==> config.mk <==
export PLATFORM = sky130hd
export DESIGN_NAME = multicycle_ctrl
export DESIGN_NICKNAME = d
export VERILOG_FILES = /design/src/rtl/cpu_ctrl_pkg.sv /design/src/rtl/ctrl_wait_timer.sv /design/src/rtl/multicycle_ctrl.sv
export SDC_FILE = /design/constraint.sdc
export NUM_CORES = 1
export LEC_CHECK = 0
export ABC_AREA = 1
export CAP_MARGIN = 20
export CORE_MARGIN = 2
export CORE_UTILIZATION = 46
export CTS_CLUSTER_SIZE = 16
export DETAILED_ROUTE_END_ITERATION = 6
export MAX_ROUTING_LAYER = met4
export PLACE_DENSITY = 0.9
export SYNTH_ARGS = -nofsm -noshare
export SYNTH_HDL_FRONTEND = slang
export SYNTH_SLANG_ARGS = --single-unit
export TNS_END_PERCENT = 5
==> constraint.sdc <==
create_clock -name Clock -period 1.9 [get_ports Clock]
set_input_delay 0.19 -clock Clock [delete_from_list [all_inputs] [get_ports Clock]]
set_output_delay 0.19 -clock Clock [all_outputs]
set_load 0.02 [all_outputs]
==> src/rtl/cpu_ctrl_pkg.sv <==
// rtl/cpu_ctrl_pkg.sv - opcode, ALU-op and state encodings shared by the multicycle controller
package cpu_ctrl_pkg;

    localparam logic [3:0] OP_RTYPE_LOGIC = 4'b0000;
    localparam logic [3:0] OP_RTYPE_ARITH = 4'b0001;
    localparam logic [3:0] OP_ADDI        = 4'b1001;
    localparam logic [3:0] OP_SUBI        = 4'b1010;
    localparam logic [3:0] OP_SLTI        = 4'b1011;
    localparam logic [3:0] OP_LW          = 4'b1100;
    localparam logic [3:0] OP_SW          = 4'b1101;
    localparam logic [3:0] OP_BEQ         = 4'b1110;
    localparam logic [3:0] OP_HALT        = 4'b1111;

    localparam logic [1:0] ALUOP_ADD   = 2'b00;
    localparam logic [1:0] ALUOP_RTYPE = 2'b01;
    localparam logic [1:0] ALUOP_SUB   = 2'b10;
    localparam logic [1:0] ALUOP_ITYPE = 2'b11;

    // Encoding 12 is unused; TRAP sits at 13 so debug tools can key on it.
    localparam logic [3:0] ST_FETCH    = 4'd0;
    localparam logic [3:0] ST_DECODE   = 4'd1;
    localparam logic [3:0] ST_EXEC_R   = 4'd2;
    localparam logic [3:0] ST_WB_R     = 4'd3;
    localparam logic [3:0] ST_EXEC_I   = 4'd4;
    localparam logic [3:0] ST_WB_I     = 4'd5;
    localparam logic [3:0] ST_MEM_ADDR = 4'd6;
    localparam logic [3:0] ST_MEM_RD   = 4'd7;
    localparam logic [3:0] ST_WB_MEM   = 4'd8;
    localparam logic [3:0] ST_MEM_WR   = 4'd9;
    localparam logic [3:0] ST_BRANCH   = 4'd10;
    localparam logic [3:0] ST_HALT     = 4'd11;
    localparam logic [3:0] ST_TRAP     = 4'd13;

    typedef enum logic [3:0] {
        S_FETCH    = ST_FETCH,
        S_DECODE   = ST_DECODE,
        S_EXEC_R   = ST_EXEC_R,
        S_WB_R     = ST_WB_R,
        S_EXEC_I   = ST_EXEC_I,
        S_WB_I     = ST_WB_I,
        S_MEM_ADDR = ST_MEM_ADDR,
        S_MEM_RD   = ST_MEM_RD,
        S_WB_MEM   = ST_WB_MEM,
        S_MEM_WR   = ST_MEM_WR,
        S_BRANCH   = ST_BRANCH,
        S_HALT     = ST_HALT,
        S_TRAP     = ST_TRAP
    } state_e;

    function automatic logic is_wait_state(input state_e s);
        return (s == S_FETCH) || (s == S_MEM_RD) || (s == S_MEM_WR);
    endfunction

endpackage

==> src/rtl/ctrl_wait_timer.sv <==
// rtl/ctrl_wait_timer.sv - counts cycles spent in a memory wait state and flags bus timeout
module ctrl_wait_timer #(
    parameter int BUS_TIMEOUT = 64
) (
    input  logic clk_i,
    input  logic rst_i,
    input  logic clear_i,
    input  logic enable_i,
    output logic expired_o
);

    localparam int CNT_W = (BUS_TIMEOUT > 1) ? $clog2(BUS_TIMEOUT) : 1;
    localparam logic [CNT_W-1:0] LAST = CNT_W'((BUS_TIMEOUT > 0) ? BUS_TIMEOUT - 1 : 0);

    logic [CNT_W-1:0] count_q, count_d;

    always_comb begin
        count_d = count_q;
        if (clear_i) begin
            count_d = '0;
        end else if (enable_i) begin
            count_d = count_q + 1'b1;
        end
    end

    always_ff @(posedge clk_i) begin
        if (rst_i) begin
            count_q <= '0;
        end else begin
            count_q <= count_d;
        end
    end

    // Fires on the last allowed wait cycle; the caller lets a same-cycle ready win.
    assign expired_o = (BUS_TIMEOUT != 0) && enable_i && (count_q == LAST);

endmodule

==> src/rtl/multicycle_ctrl.sv <==
// rtl/multicycle_ctrl.sv - multicycle CPU control FSM; CTRL_RETIRE_CNT_EN adds RetireCount
module multicycle_ctrl
    import cpu_ctrl_pkg::*;
#(
    parameter int BUS_TIMEOUT = 64
`ifdef CTRL_RETIRE_CNT_EN
    , parameter int COUNT_W = 16
`endif
) (
    input  logic       Clock,
    input  logic       Reset,
    input  logic [3:0] Opcode,
    input  logic       ImemReady,
    input  logic       DmemReady,
    output logic       ImemReq,
    output logic       IrWrite,
    output logic       PcWrite,
    output logic       PcWriteCond,
    output logic       RegDst,
    output logic       AluSrc,
    output logic [1:0] AluOp,
    output logic       MemToReg,
    output logic       MemRead,
    output logic       MemWrite,
    output logic       RegWrite,
    output logic       Halted,
    output logic       Trap,
    output logic [3:0] State
`ifdef CTRL_RETIRE_CNT_EN
    , output logic [COUNT_W-1:0] RetireCount
`endif
);

    state_e state_q, state_d;
    logic   expired;
    logic   wait_clear;
    logic   wait_enable;

    assign wait_enable = is_wait_state(state_q);
    assign wait_clear  = is_wait_state(state_d) && (state_d != state_q);

    ctrl_wait_timer #(.BUS_TIMEOUT(BUS_TIMEOUT)) u_wait_timer (
        .clk_i     (Clock),
        .rst_i     (Reset),
        .clear_i   (wait_clear),
        .enable_i  (wait_enable),
        .expired_o (expired)
    );

    always_ff @(posedge Clock) begin
        if (Reset) begin
            state_q <= S_FETCH;
        end else begin
            state_q <= state_d;
        end
    end

    always_comb begin
        state_d     = state_q;
        ImemReq     = 1'b0;
        IrWrite     = 1'b0;
        PcWrite     = 1'b0;
        PcWriteCond = 1'b0;
        RegDst      = 1'b0;
        AluSrc      = 1'b0;
        AluOp       = ALUOP_ADD;
        MemToReg    = 1'b0;
        MemRead     = 1'b0;
        MemWrite    = 1'b0;
        RegWrite    = 1'b0;
        Halted      = 1'b0;
        Trap        = 1'b0;
        case (state_q)
            S_FETCH: begin
                ImemReq = 1'b1;
                if (ImemReady) begin
                    IrWrite = 1'b1;
                    PcWrite = 1'b1;
                    state_d = S_DECODE;
                end else if (expired) begin
                    state_d = S_TRAP;
                end
            end
            S_DECODE: begin
                case (Opcode)
                    OP_RTYPE_LOGIC, OP_RTYPE_ARITH: state_d = S_EXEC_R;
                    OP_ADDI, OP_SUBI, OP_SLTI:      state_d = S_EXEC_I;
                    OP_LW, OP_SW:                   state_d = S_MEM_ADDR;
                    OP_BEQ:                         state_d = S_BRANCH;
                    OP_HALT:                        state_d = S_HALT;
                    default:                        state_d = S_TRAP;
                endcase
            end
            S_EXEC_R: begin
                RegDst  = 1'b1;
                AluOp   = ALUOP_RTYPE;
                state_d = S_WB_R;
            end
            S_WB_R: begin
                RegDst   = 1'b1;
                AluOp    = ALUOP_RTYPE;
                RegWrite = 1'b1;
                state_d  = S_FETCH;
            end
            S_EXEC_I: begin
                AluSrc  = 1'b1;
                AluOp   = ALUOP_ITYPE;
                state_d = S_WB_I;
            end
            S_WB_I: begin
                AluSrc   = 1'b1;
                AluOp    = ALUOP_ITYPE;
                RegWrite = 1'b1;
                state_d  = S_FETCH;
            end
            S_MEM_ADDR: begin
                AluSrc  = 1'b1;
                state_d = (Opcode == OP_LW) ? S_MEM_RD : S_MEM_WR;
            end
            S_MEM_RD: begin
                AluSrc  = 1'b1;
                MemRead = 1'b1;
                if (DmemReady) begin
                    state_d = S_WB_MEM;
                end else if (expired) begin
                    state_d = S_TRAP;
                end
            end
            S_WB_MEM: begin
                MemToReg = 1'b1;
                RegWrite = 1'b1;
                state_d  = S_FETCH;
            end
            S_MEM_WR: begin
                AluSrc   = 1'b1;
                MemWrite = 1'b1;
                if (DmemReady) begin
                    state_d = S_FETCH;
                end else if (expired) begin
                    state_d = S_TRAP;
                end
            end
            S_BRANCH: begin
                AluOp       = ALUOP_SUB;
                PcWriteCond = 1'b1;
                state_d     = S_FETCH;
            end
            S_HALT: Halted = 1'b1;
            S_TRAP: Trap = 1'b1;
            default: state_d = S_TRAP;
        endcase
    end

    assign State = state_q;

`ifdef CTRL_RETIRE_CNT_EN
    logic [COUNT_W-1:0] retire_q, retire_d;
    logic               retire;

    assign retire = (state_q == S_WB_R) || (state_q == S_WB_I) || (state_q == S_WB_MEM)
                 || (state_q == S_BRANCH) || ((state_q == S_MEM_WR) && DmemReady);

    always_comb begin
        retire_d = retire_q;
        if (retire) begin
            retire_d = retire_q + 1'b1;
        end
    end

    always_ff @(posedge Clock) begin
        if (Reset) begin
            retire_q <= '0;
        end else begin
            retire_q <= retire_d;
        end
    end

    assign RetireCount = retire_q;
`endif

endmodule

==> out/results.txt, run 1 <==
PortBufs: 25
Initial Util: 0.490
drt first pass iters: 4
die extent in x: 47.1 um
number of synthesized flops with an enable pin: 0
Worst-Skew Late Latency: 0.27 ns
crit path max-delay cell type: clkdlybuf4s50_1
core area: 1750 sq um
Num CTS Buffers: 3
Crit Path Class: flip-flop to output port
clock-pin slew of the registers on the worst-case setup and hold paths: 0.06 ns
post-synthesis sequential area ratio: 0.234
CTS tree: done
setup tns final: 0 ns
P&R area growth vs syn: 37.4%
CP Launch Type: flip-flop
Ys Warns: 0
# clock sinks: 10
crit-path max FO: 5
Syn Inst Count: 142
fin crit period: 1.82 ns
Final Slew Violations: 0
Routed Antenna Nets: 0
starting DRC count in detailed routing: 38
largest net degree at the start of global routing: 10
PnR worst setup slack: 0.0835 ns
most common cell after layout, fill and taps aside: nand2_1
syn_nets: 151
Place WS: 0.0394 ns
Final period util: 0.956
io pins: 26
Largest stage delay, worst path: 0.59 ns
HP Class: flip-flop to flip-flop
crit-path cells: inv_2 > nor2_2 > nand2_1 > inv_1 > clkdlybuf4s50_1
Mapped Area: 856 sq um
unrepaired setup endpoints after global routing: false
final setup vio count: 0
Longest Clk Path Bufs: 2
CP bufs+invs: 3
ratio of cells with drive above 1 in the final layout: 0.183
Max H-tree Level: 1
Diodes inserted: 0
skew final: 0.00867 ns
vias in the first global route: 836
NumNets Final: 180
Site Rows: 15
asr flop ratio synth: 0
hold buffers post-CTS: 0
commonest non-fill, non-tap cells in the layout: 31 x nand2_1, 22 x inv_1, 21 x nor2_1, 13 x clkdlybuf4s50_1, 10 x nor2_2
Critical Path RT: 1.71 ns
die area: 2220 sq um
Slew @ Worst Pin: 0.331 ns
Slew Limit Headroom: 0.778
fmax: 551 MHz
maximum vdd ir drop: 0.958 mV
Synth cell types: 23
Avg WL per Cell: 10.4 um
global-route wire length before repair: 3380 um
MaxCap Viol Count: 0
power density cells: 1260 nW/um^2
Top delay family on crit path: buffers and inverters
Final GP Congestion: 0.893
drt total wl: 2020 um
signal arrival time at the worst endpoint: 1.63 ns
Leak Pwr: 0.694 nW
#FFs+latches synth: 10
Mean Syn Cell Area: 6.03 sq um
Synth Flop Type: dfxtp_1
gr usage total: 0.223
via count: 964
clock root buffer: clkbuf_4
Overflow after GRT: 0
DPL Wire Length: 1670 um
Critical Path End Type: output port
Via density: 4.97
chip height: 47.1 um
initial antenna violation count: 0
status: finished, final reports clean
Hold Vio Cnt, Final: 0
Residual DRC: 0
==> routing by layer <==
| metal | up-vias | GRT usage | wire (um) |
|---|---|---|---|
| li1 | 494 | - | - |
| met1 | 414 | 0.290 | 874 |
| met2 | 50 | 0.340 | 926 |
| met3 | 6 | 0.0462 | 178 |
| met4 | 0 | 0.0833 | 36 |
| met5 | - | - | 0 |
==> cell families (layout without fill, tap and decap cells) <==
kind of cell / after synthesis / in the layout / synth area share
AND/OR/NAND/NOR: 85 / 85 / 0.484
multiplexers: 1 / 1 / 0.0117
flip-flops: 10 / 10 / 0.234
adder cells (fa/ha/maj): 1 / 1 / 0.0146
buffers and inverters: 29 / 56 / 0.140
XOR/XNOR: 4 / 4 / 0.0409
AO/OA/AOI/OAI: 12 / 12 / 0.0746
==> worst register-to-register path, delay by kind of cell, from the launching register on <==
kind          cells  cell delay (ns)
flops             1             0.40
buf+inv           2             0.18
simple gates      9             0.93
==> area by class of cell <==
type                            count  area (sq um)
Clock buffer                        3          22.5
Fill cell                         145           569
Inverter                           27           101
Multi-Input combinational cell    103           541
Sequential cell                    10           208
Tap cell                           25          31.3
Timing Repair Buffer               26           273
==> registers in the layout (all words and copies together), names as in the netlist <==
| name | count |
|---|---|
| u_wait_timer.count_q | 6 |
| State | 4 |
==> power by group <==
group	internal [W]	total (W)	leakage (nW)	switching (W)
clock	0.0000728	0.000138	0.0138	0.0000656
combinational	0.000401	0.00101	0.597	0.000607
sequential	0.000266	0.000337	0.0834	0.0000719
total	0.000740	0.00148	0.694	0.000744
==> per-stage QoR <==
| stage | util | hold WS (ns) | cell area, sq um | std cells | total power (W) |
|---|---|---|---|---|---|
| after global routing | 0.674 | 0.572 | 1180 | 194 | 0.00161 |
| after detailed placement | 0.645 | 0.529 | 1130 | 191 | 0.00135 |
| final | 0.674 | 0.546 | 1180 | 194 | 0.00148 |
| after global placement | 0.645 | 0.525 | 1130 | 191 | 0.00133 |
| after CTS | 0.658 | 0.550 | 1150 | 194 | 0.00149 |
| after floorplan | - | 0.259 | 856 | 142 | 0.00104 |
==> synth_stat cells (2+ instances only) <==
master    n  area (sq um)
nand4_1   2          12.5
nand2_1  31           116
xor2_1    4          35.0
nand3_4   2          35.0
nand3_1   9          45.0
nor2_2   11          68.8
inv_2     5          18.8
nand2_2   4          25.0
o21ai_0   4          20.0
nor2_1   21          78.8
a21oi_1   5          25.0
dfxtp_1  10           200
inv_1    22          82.6
nor3_1    3          15.0
==> path summary, 6_finish.rpt <==
kind | startpoint | cells after the start | to | slack (ns)
setup / recovery | State[3] | 5 | Halted | 0.08
hold / removal | u_wait_timer.count_q[5] | 2 | u_wait_timer.count_q[5] | 0.55
setup reg to reg | State[3] | 11 | u_wait_timer.count_q[1] | 0.27
hold reg to reg | u_wait_timer.count_q[5] | 2 | u_wait_timer.count_q[5] | 0.55
==> repair_timing <==
action,CTS,global route
setup endpoints to repair,13,10
gates resized for setup,8,10
setup buffers,0,0
Note: power is estimated with default switching activity, not from simulation.
==> run 2: changes to the inputs <==
MAX_ROUTING_LAYER = default   (was met4)
==> run 2 against run 1 <==
- utilization shrank 0.14 points
- power grew 0.30%
- sequential power is essentially flat
- critical path depth is the same
- register-to-register slack is essentially flat
- critical path type unchanged
- largest cell class unchanged
- largest power group unchanged
==> out/results.txt, run 2 (synthesis gave the netlist of run 1 again) <==
status: finished, final reports clean (unchanged)
drt first pass iters: 4 (unchanged)
Largest Register: u_wait_timer.count_q (unchanged)
RR Startpoint: State[1] (was State[3])
Power Internal: 0.000739 W (was 0.000740 W)
starting DRC count in detailed routing: 38 (unchanged)
commonest non-fill, non-tap cells in the layout: 31 x nand2_1, 22 x inv_1, 21 x nor2_1, 13 x clkdlybuf4s50_1, 10 x nor2_2 (unchanged)
P&R area growth vs syn: 37.1% (was 37.4%)
Critical Path RT: 1.71 ns (about the same)
HP Class: flip-flop to flip-flop (unchanged)
NumNets Final: 180 (unchanged)
chip height: 47.1 um (unchanged)
Psw: 0.000749 W (was 0.000744 W)
Num CTS Buffers: 3 (unchanged)
io pins: 26 (unchanged)
crit-path max FO: 9 (was 5)
core area: 1750 sq um (unchanged)
CP Capture Point: Halted (unchanged)
ratio of cells with drive above 1 in the final layout: 0.183 (unchanged)
Via density: 4.98 (was 4.97)
Clk pwr share: 0.095 (was 0.093)
Setup Buffers After CTS: 0 (unchanged)
max reg flops: 6 (unchanged)
Slew @ Worst Pin: 0.331 ns (about the same)
Final period util: 0.959 (was 0.956)
R2R Setup Slk: 0.26 ns (was 0.27 ns)
Crit Path Class: flip-flop to output port (unchanged)
largest net degree at the start of global routing: 10 (unchanged)
fin crit period: 1.82 ns (about the same)
die extent in x: 47.1 um (unchanged)
Overflow after GRT: 0 (unchanged)
via count: 967 (was 964)
Residual DRC: 0 (unchanged)
# clock sinks: 10 (unchanged)
Longest Clk Path Bufs: 2 (unchanged)
Switching Fraction: 0.503 (was 0.502)
fillers: 146 (was 145)
Initial Util: 0.490 (unchanged)
global-route wire length before repair: 3380 um (unchanged)
Setup crit start: State[1] (was State[3])
PortBufs: 25 (unchanged)
Worst-Skew Late Latency: 0.27 ns (about the same)
maximum vdd ir drop: 0.960 mV (was 0.958 mV)
signal arrival time at the worst endpoint: 1.63 ns (about the same)
FF-to-FF path depth: 11 (unchanged)
Leak Pwr: 0.694 nW (about the same)
vias in the first global route: 843 (was 836)
Final GP Congestion: 0.878 (was 0.893)
Routed Antenna Nets: 0 (unchanged)
clock-pin slew of the registers on the worst-case setup and hold paths: 0.06 ns (about the same)
CTS tree: done (unchanged)
Hold Vio Cnt, Final: 0 (unchanged)
most common cell after layout, fill and taps aside: nand2_1 (unchanged)
Critical R2R Capture: u_wait_timer.count_q[1] (unchanged)
Comb pwr share: 0.678 (was 0.679)
initial antenna violation count: 0 (unchanged)
drt total wl: 2030 um (was 2020 um)
Diodes inserted: 0 (unchanged)
sequential power share: 0.227 (about the same)
setup tns final: 0 ns (unchanged)
Avg WL per Cell: 10.5 um (was 10.4 um)
Slew Limit Headroom: 0.777 (was 0.778)
final setup vio count: 0 (unchanged)
Max H-tree Level: 1 (unchanged)
Final Slew Violations: 0 (unchanged)
Site Rows: 15 (unchanged)
hold buffers post-CTS: 0 (unchanged)
die area: 2220 sq um (unchanged)
clock root buffer: clkbuf_4 (unchanged)
Critical Path End Type: output port (unchanged)
power density cells: 1270 nW/um^2 (was 1260 nW/um^2)
MaxCap Viol Count: 0 (unchanged)
post_cts resized: 8 (unchanged)
DPL Wire Length: 1670 um (unchanged)
CP Launch Type: flip-flop (unchanged)
skew final: 0.00809 ns (was 0.00867 ns)
Core Util, Final: 0.672 (was 0.674)
fmax: 549 MHz (was 551 MHz)
unrepaired setup endpoints after global routing: false (unchanged)
gr usage total: 0.214 (was 0.223)
-- run 2: critical path, cell delays in order (launching register included) --
cell	delay, ns
dfxtp_2	0.43
nand2_1	0.14
inv_2	0.08
nand2_1	0.07
inv_1	0.06
clkdlybuf4s50_1	0.59
-- run 2: layer usage --
layer	up-vias	GRT usage	part of all wire
li1	494	-	-
met1	419	0.290	0.44
met2	49	0.340	0.46
met3	5	0.0346	0.080
met4	0	0.0833	0.021
met5	-	0	0
-- run 2: layout make-up --
cell class / instances / area [sq um] / area share
clock buffer: 3 / 22.5 / 0.0192
inverter: 27 / 101 / 0.0864
multi-input combinational: 103 / 541 / 0.461
sequential: 10 / 205 / 0.175
tap: 25 / 31.3 / 0.0267
timing repair buffer: 26 / 273 / 0.232
-- run 2: worst min-delay path by stage --
| stage | from | end | slack (ns) | cells after the start |
|---|---|---|---|---|
| global route | Reset | State[0] | 0.58 | 2 |
| finish | u_wait_timer.count_q[5] | u_wait_timer.count_q[5] | 0.55 | 2 |
| global placement | u_wait_timer.count_q[5] | u_wait_timer.count_q[5] | 0.53 | 2 |
| detailed placement | u_wait_timer.count_q[5] | u_wait_timer.count_q[5] | 0.53 | 2 |
| CTS | u_wait_timer.count_q[5] | u_wait_timer.count_q[5] | 0.55 | 2 |
| floorplan | Reset | State[2] | 0.26 | 1 |
-- run 2: power by group through the flow --
stage          sequential, W  combinational (W)  clock (W)
6_report            0.000337            0.00101   0.000142
5_1_grt             0.000345            0.00111   0.000150
4_1_cts             0.000332            0.00102   0.000142
3_5_place_dp        0.000330            0.00102          0
3_3_place_gp        0.000328            0.00101          0
2_1_floorplan       0.000344           0.000692          0
-- run 2: stage by stage --
step	worst slack [ns]	total power, W	cells	instance area, sq um	hold WS (ns)
final	0.0771	0.00149	194	1170	0.547
after CTS	0.0371	0.00149	194	1150	0.550
after global placement	0.108	0.00133	191	1130	0.525
after detailed placement	0.0394	0.00135	191	1130	0.529
after floorplan	0.283	0.00104	142	856	0.259
after global routing	0.00448	0.00160	194	1170	0.577
==> run 3: changes to the inputs <==
SLEW_MARGIN = 20   (was default)
==> results of run 3 <==
The final DEF is identical to that of run 2; final timing and power are the same.
==> RTL edit: new RTL, config.mk and constraints of run 3 <==
`BUS_TIMEOUT` is set to 64 in 2 places; all go to 128.
--- a/src/rtl/ctrl_wait_timer.sv
+++ b/src/rtl/ctrl_wait_timer.sv
@@ -2,3 +2,3 @@
 module ctrl_wait_timer #(
-    parameter int BUS_TIMEOUT = 64
+    parameter int BUS_TIMEOUT = 128
 ) (
--- a/src/rtl/multicycle_ctrl.sv
+++ b/src/rtl/multicycle_ctrl.sv
@@ -4,3 +4,3 @@
 #(
-    parameter int BUS_TIMEOUT = 64
+    parameter int BUS_TIMEOUT = 128
 `ifdef CTRL_RETIRE_CNT_EN
Formal check against the unedited RTL: no difference found for any inputs over 10 cycles, from zero or initial values and one cycle with Reset high; that may be too few to reach the edited logic, so the function may still have changed.
==> RTL edit against run 3 <==
Count of clock-buffer cells in the layout grew 1. Final area grew 5.0%. Setup slack lost 0.011 ns. Utilization grew 1.9 points. Power grew 11%. Sequential cell count grew 1. Combinational power grew 9.9%. First-iteration DRC count shrank 13%. Non-clock buffer count is the same. Sequential power grew 12%. Wire length grew 14%. Area after synthesis grew 4.4%. Global-route usage grew 1.4 points. Fmax shrank 0.62%. Largest cell class unchanged. Largest power group unchanged. Highest routed layer unchanged.
==> RTL edit: results <==
export IMPL_grt_pass1_vias=832
export IMPL_synth_cell_type_count=24
export IMPL_dp_hpwl_um=1890
export IMPL_htreeDepth=1
export IMPL_placed_cell_area_um2=1170
export IMPL_startpoint="State[1]$_SDFF_PP0_"
export IMPL_drtPass1Iterations=4
export IMPL_grt_first_pass_wirelength_um=3530
export IMPL_synth_common_cells="29 x nand2_1, 22 x inv_1, 19 x nor2_1"
export IMPL_fin_skew_ns=0.00528
export IMPL_gp_congestion=0.954
export IMPL_cts_buffers=3
export IMPL_synth_fp_nets=151
export IMPL_synthTopCellsByArea="dfxtp_1 25%, nand2_1 12%, inv_1 9.2%"
export IMPL_largest_reg_flops=7
export IMPL_nets=181
export IMPL_peakVddDrop_v=0.000771
export IMPL_clk_path_buf_depth=2
export IMPL_antenna_found_initial=0
export IMPL_wl_per_cell_um=11.8
export IMPL_crit_path_end="IrWrite"
export IMPL_track_usage=0.227
export IMPL_ys_seq_area_frac=0.246
export IMPL_r2r_slack_ns=0.16
export IMPL_root_buffer="clkbuf_4"
export IMPL_portBuffers=25
export IMPL_top_register="u_wait_timer.count_q"
export IMPL_switching_share=0.509
export IMPL_run_status="complete, no violations"
export IMPL_vias=963
export IMPL_r2r_end="u_wait_timer.count_q[1]$_SDFFE_PP0P_"
export IMPL_yosys_warnings=0
export IMPL_synth_xor_area_frac=0.0392
export IMPL_path_max_fanout=7
export IMPL_muxShareOfSynthArea=0.0112
export IMPL_relSlewSlack=0.834
export IMPL_initialDrtViolationCount=33
export IMPL_drive_gt1_frac=0.211
export IMPL_synth_fa_ha_area_frac=0.0140
export IMPL_cts_clk_slew_worst_paths_ns=0.06
export IMPL_grt_start_max_net_pins=8
export IMPL_rr_worst_depth=11
export IMPL_r2r_start="u_wait_timer.count_q[0]$_SDFFE_PP0P_"
export IMPL_min_path_type="primary input to flip-flop"
export IMPL_synth_compound_area_share=0.0938
export IMPL_p_leak_uw=0.000717
[RTL edit: cell count changes in the layout (fill, tap and decap cells not counted), sizes merged, moves of 3 or more]
cell | before | now
xnor2 | 0 | 4
xor2 | 4 | 0
dlygate4sd2 | 4 | 1
nor3 | 3 | 0
o21ai | 5 | 8
[RTL edit: layout make-up]
type                            instances  area (um2)
Clock buffer                            4        26.3
Fill cell                             162         551
Inverter                               26        97.6
Multi-Input combinational cell        104         576
Sequential cell                        11         225
Tap cell                               25        31.3
Timing Repair Buffer                   26         277
[RTL edit: what timing repair did]
item | 4_1_cts | 5_1_grt
gates resized for setup | 8 | 9
pin swaps | 0 | 0
setup endpoints to repair | 13 | 9
setup buffers | 0 | 0
[RTL edit: critical path, cell delays in order, from the launching register on]
cell             delay (ns)
dfxtp_2                0.37
nor2_2                 0.20
nand3_1                0.12
inv_1                  0.08
clkdlybuf4s50_1        0.60
[RTL edit: cells by family (layout without fill, tap and decap cells)]
kind of cell / Yosys count / after routing
simple gates: 83 / 83
buf+inv: 27 / 56
compound gates: 15 / 15
flops: 11 / 11
xor+xnor: 4 / 4
fa+ha+maj: 1 / 1
mux: 1 / 1
[RTL edit: per-layer routing]
metal  track usage  part of all wire
met3        0.0566             0.063
met1         0.258              0.42
met4         0.108             0.020
met2         0.395              0.50
met5             0                 0
[RTL edit: worst min path at each step]
stage	slack (ns)	from	to	depth (start not counted)
3_5_place_dp	0.54	u_wait_timer.count_q[4]$_SDFFE_PP0P_	u_wait_timer.count_q[4]$_SDFFE_PP0P_	3
2_1_floorplan	0.26	Reset	State[0]$_SDFF_PP0_	1
5_1_grt	0.57	Reset	State[0]$_SDFF_PP0_	2
6_report	0.55	Reset	State[2]$_SDFF_PP0_	2
4_1_cts	0.55	Reset	State[2]$_SDFF_PP0_	2
3_3_place_gp	0.54	u_wait_timer.count_q[1]$_SDFFE_PP0P_	u_wait_timer.count_q[1]$_SDFFE_PP0P_	2
[RTL edit: stage by stage]
step | instances | hold slack [ns] | setup slack (ns) | power (uW)
after floorplan | 142 | 0.259 | 0.130 | 1100
after global placement | 192 | 0.537 | 0.0943 | 1430
after detailed placement | 192 | 0.544 | 0.0178 | 1490
after CTS | 196 | 0.548 | -0.0486 | 1650
after global routing | 196 | 0.575 | -0.00730 | 1760
final | 196 | 0.546 | 0.0657 | 1650
[RTL edit: power groups by stage]
stage / clock network [uW] / logic, uW / registers (uW)
after floorplan: 0 / 720 / 377
after global placement: 0 / 1070 / 355
after detailed placement: 0 / 1120 / 364
after CTS: 165 / 1120 / 371
after global routing: 176 / 1210 / 379
final: 161 / 1110 / 376
